### src/rtl/fetch_issue_buffer.sv
// fetch_issue_buffer
//   Elastic FIFO between Fetch and Issue. It holds DEPTH entries of WIDTH-bit
//   payload and uses valid/ready handshakes on both sides. A synchronous flush
//   discards all entries, for example on a branch mispredict. Issue-side
//   stalls are absorbed into the storage, so no payload is dropped or
//   overwritten.
//
//   Optional feature: define FIB_BYPASS_EN for a zero-latency bypass while the
//   buffer is empty. A payload offered to an empty buffer then appears on
//   out_* in the same cycle. If Issue takes it in that cycle, it is never
//   written into the storage.
//
// Ports
//   clk        rising-edge clock
//   reset      asynchronous reset, active low
//   flush      synchronous flush; has priority over push and pop
//   in_valid   fetch presents in_data
//   in_data    fetch payload
//   in_ready   buffer accepts a payload this cycle (!full && !flush)
//   out_valid  head entry is valid for issue
//   out_data   head payload
//   out_ready  issue consumes the head this cycle
//   count      number of stored entries, 0..DEPTH
//   full       count == DEPTH
//   empty      count == 0
`timescale 1ns/1ps

module fetch_issue_buffer #(
  parameter int WIDTH = 64,
  parameter int DEPTH = 4,
  localparam int CW   = $clog2(DEPTH + 1)
) (
  input  logic             clk,
  input  logic             reset,
  input  logic             flush,
  input  logic             in_valid,
  input  logic [WIDTH-1:0] in_data,
  output logic             in_ready,
  output logic             out_valid,
  output logic [WIDTH-1:0] out_data,
  input  logic             out_ready,
  output logic [CW-1:0]    count,
  output logic             full,
  output logic             empty
);

  localparam int PW = $clog2(DEPTH);

  logic [WIDTH-1:0] mem_q [DEPTH];
  logic [PW-1:0]    rd_ptr_q, rd_ptr_d;
  logic [PW-1:0]    wr_ptr_q, wr_ptr_d;
  logic [CW-1:0]    count_q, count_d;
  logic             push, pop;
  logic             wr_en, rd_en;

  // DEPTH need not be a power of two, so the pointer wraps explicitly.
  function automatic logic [PW-1:0] ptr_inc(input logic [PW-1:0] p);
    return (p == PW'(DEPTH - 1)) ? '0 : p + PW'(1);
  endfunction

  assign count    = count_q;
  assign full     = (count_q == CW'(DEPTH));
  assign empty    = (count_q == '0);
  // in_ready does not look at out_ready. A full buffer never accepts a
  // payload, even when the head is popped in the same cycle.
  assign in_ready = !full && !flush;
  assign push     = in_valid && in_ready;
  assign pop      = out_valid && out_ready;

`ifdef FIB_BYPASS_EN
  always_comb begin
    out_valid = !flush && (empty ? in_valid : 1'b1);
    out_data  = empty ? in_data : mem_q[rd_ptr_q];
  end
  // When empty, a pop can only be the bypassed payload. Skip the write so
  // that count stays 0.
  assign wr_en = push && !(empty && out_ready);
  assign rd_en = pop && !empty;
`else
  assign out_valid = !empty && !flush;
  assign out_data  = mem_q[rd_ptr_q];
  assign wr_en     = push;
  assign rd_en     = pop;
`endif

  always_comb begin
    rd_ptr_d = rd_ptr_q;
    wr_ptr_d = wr_ptr_q;
    count_d  = count_q;
    if (flush) begin
      rd_ptr_d = '0;
      wr_ptr_d = '0;
      count_d  = '0;
    end else begin
      if (wr_en) wr_ptr_d = ptr_inc(wr_ptr_q);
      if (rd_en) rd_ptr_d = ptr_inc(rd_ptr_q);
      case ({wr_en, rd_en})
        2'b10:   count_d = count_q + CW'(1);
        2'b01:   count_d = count_q - CW'(1);
        default: count_d = count_q;
      endcase
    end
  end

  always_ff @(posedge clk or negedge reset) begin
    if (!reset) begin
      rd_ptr_q <= '0;
      wr_ptr_q <= '0;
      count_q  <= '0;
    end else begin
      rd_ptr_q <= rd_ptr_d;
      wr_ptr_q <= wr_ptr_d;
      count_q  <= count_d;
    end
  end

  // Payload storage has no reset; its contents are only read while out_valid=1.
  always_ff @(posedge clk) begin
    if (wr_en) mem_q[wr_ptr_q] <= in_data;
  end

endmodule

### config.mk
export PLATFORM = sky130hd
export DESIGN_NAME = fetch_issue_buffer
export DESIGN_NICKNAME = d
export VERILOG_FILES = /design/src/rtl/fetch_issue_buffer.sv
export SDC_FILE = /design/constraint.sdc
export NUM_CORES = 1
export LEC_CHECK = 0
export BUFFER_PORTS_ARGS = -buffer_cell sky130_fd_sc_hd__buf_4
export CORE_MARGIN = 2
export CORE_UTILIZATION = 42
export DETAILED_ROUTE_END_ITERATION = 8
export PLACE_DENSITY = 0.67
export SKIP_CTS_REPAIR_TIMING = 1
export SLEW_MARGIN = 20
export SYNTH_ARGS = -nofsm -noshare
export SYNTH_HDL_FRONTEND = slang
export SYNTH_SLANG_ARGS = --single-unit
### constraint.sdc
create_clock -name clk -period 2.6 [get_ports clk]
set_input_delay 0.65 -clock clk [delete_from_list [all_inputs] [get_ports clk]]
set_output_delay 0.65 -clock clk [all_outputs]
set_load 0.05 [all_outputs]
==> summary.md <==
| Metric | Value |
|---|---|
| Status | complete, but fails checks |
| Failing checks | setup timing |
| Synth top area cells | edfxtp_1, mux4_2, dfrtp_1, buf_6, buf_2 |
| Setup ws final | -0.08660 ns |
| Setup crit start | rd_ptr_q[0]$_DFFE_PN0P_ |
| Die Width | 156.8 microns |
| Post-synth top area share | 0.7844 |
| Fin. Hold Viols | 0 |
| Final HPWL from detailed placement | 10560 microns |
| Place WS | 0.2701 ns |
| Area grow syn2layout | 28.44% |
| Number of DRC markers in iteration 0 | 209 |
| Unrepaired setup endpoints after global routing | yes |
| Synth cell types | 34 |
| Syn avg cell area | 24.62 sq um |
| Highest Clock Rate | 0.3722 GHz |
| Synth Register Bits | 263 |
| Critical path endpoint category | output port |
| GR Util met1 | 0.1863 |
| CP arrival | slightly above 2 ns |
| GR Util met3 | 0.02769 |
| CTS Root Cell | clkbuf_16 |
| Hold Path Stages | 1 |
| Seq/Total Area, Yosys | 0.8022 |
| RePlAce Congestion | 0.7910 |
| Clock buffer depth | 3 |
| Fill cells | 1713 |
| Reg-to-Reg Start | count[1]$_DFFE_PN0P_ |
| Post-route minimum period | roughly 2.7 ns |
| Critical path fanouts, max | 9 |
| Final WL | approximately 18000 microns |
| Clk_lat worst skew | 0.53 ns |
| Worst Tran Pin Value | 0.5250 ns |
| Io pins | 140 |
| Required @ worst endpoint | 1.95 ns |
| First-pass GRT wire length | 26700 microns |
| Routed WL per cell | 20.39 microns |
| Top Usage Layer GRT | met2 |
| Tcrit/Tclk final | 1.033 |
| Area leader, netlist | edfxtp_1 |
| Reg2reg setup slack | about 0.27 ns |
| Maxcap violations | 0 |
| Post-layout nets | 646 |
| Power per cell area | a little over 800 nW/um^2 |
| Placeable core region | 22780 sq um |
| Startpoint types | flop |
| Ys async rst share | 0.02662 |
| Vias in the first global route | 4889 |
| CTS tree | yes |
| VDD IR max | ~0.00058 V |
| Post-synthesis net count | 472 |
| Clock Skew | 0.01639 ns |
| Final slew viol count | 0 |
| CTS buffer count | 26 |
| Synth warn | 0 |
| CTS clk-pin slew, worst paths | 0.06 ns |
| Rows | 55 |
| Top_reg_cell synth | edfxtp_1 |
| Drt via density | 5.037 |
| Synth cell count leaders | edfxtp_1, mux4_2, buf_2, dfrtp_1, nor2_1 |
| Slew HR | 0.6500 |
| Clock sink count | 263 |
| Port bufs | 139 |
| Most frequent cell after synthesis | edfxtp_1 |
| Total GRT Usage | 0.1440 |
| Share of cells above drive strength 1 | 0.4626 |
| Final core area utilization | 0.5527 |
| Antenna Nets Post-Route | 0 |
| # diodes | 0 |
| FF-to-FF path depth | 9 |
| H-tree levels | 1 |
| Initial antenna violation count | 1 |
| Crit path kind | flop to output port |
| Die footprint | 24570 sq um |
| Post-synth EDFFs | 256 |
| Largest net degree at the start of global routing | 38 |
| Final setup fails | 54 |
| Lkg Pwr | 4.226 nW |
| Die Height | 156.8 microns |
| Worst hold path class | primary input to flop |
| Post-Synthesis Cells | 398 |
| Mapped cell area | 9801 sq um |
| Initial core utilization | 0.4303 |
| M2 GR Usage | 0.2464 |
| Routed via count | 4538 |
| DRT Pass-1 Iters | 6 |
| DRC Markers | 0 |
| Overflow after GRT | 0 |
| Min-delay src | in_data[61] |
-- critical path: stages, from the launching register on --
cell and delay (ns):
dfrtp_4 0.50, buf_12 0.14, clkbuf_16 0.18, mux4_2 0.53, buf_6 0.17
-- stage by stage --
step | hold WS [ns] | power (mW) | cell area, sq um | setup TNS, ns | std cells
after CTS | -0.07954 | 10.06 | 12090 | -6.589 | 888
after detailed placement | 0.4712 | 6.777 | 11340 | 0 | 844
final | 0.3227 | 10.23 | 12590 | -2.896 | 901
after global placement | 0.4675 | 6.744 | 11340 | 0 | 844
after floorplan | 0.3544 | 6.206 | 9822 | -20.48 | 398
after global routing | 0.3032 | 10.60 | 12590 | -6.490 | 901
-- state kept, by name (all words and copies together), names as in the netlist --
signal and count:
count 3, rd_ptr_q 2, wr_ptr_q 2, mem_q 256
-- cell usage in the layout, fill, tap and decap left out, types with 2 or more instances in the layout --
master	count
buf_6	66
nor2_1	7
o21ai_0	3
mux4_2	64
inv_1	3
clkinv_1	6
buf_12	10
a211oi_1	2
buf_8	2
clkinv_2	4
and2_4	4
nand2_1	2
nor3_1	2
dfrtp_4	2
edfxtp_1	256
clkbuf_1	4
buf_4	80
clkbuf_16	30
buf_16	2
ha_1	4
a21oi_1	2
dfrtp_1	5
xor2_1	4
-- per-layer routing --
metal	up-vias	share of wire
met5	-	0.00071
met4	2	0.022
met3	30	0.048
met2	117	0.52
met1	2352	0.41
li1	2037	-
-- power breakdown --
| part | switching [mW] | internal [mW] |
|---|---|---|
| logic | 1.19 | 0.880 |
| clock network | 1.44 | 1.83 |
| registers | 0.0628 | 4.83 |
-- final timing paths --
kind | endpoint
max | out_data[7]
min | mem_q[2][61]$_DFFE_PP_
max reg2reg | count[1]$_DFFE_PN0P_
min reg2reg | wr_ptr_q[1]$_DFFE_PN0P_
max in group asynchronous | rd_ptr_q[0]$_DFFE_PN0P_
min in group asynchronous | count[2]$_DFFE_PN0P_
-- final cells by class --
type	count	area, sq um	area share
multi-input cells	113	1827	0.1451
repair buffers	165	1739	0.1382
clock buffers	30	665.6	0.05288
flip-flops and latches	263	7870	0.6252
clock inverters	14	83.83	0.006659
well taps	313	391.6	0.03111
inverters	3	11.26	0.0008945
-- cell families (layout without fill, tap and decap cells) --
family                   count (synthesis)  in the layout  synth area share
flip-flops                             263            263            0.8022
AND/OR/NAND/NOR                         24             24           0.01417
AO/OA/AOI/OAI                           14             14          0.009703
XOR/XNOR                                 5              5          0.004468
multiplexers                            65             65            0.1482
adder cells (fa/ha/maj)                  5              5          0.007150
buffers and inverters                   22            212           0.01404
No activity file was read; power rests on OpenSTA's default activity.
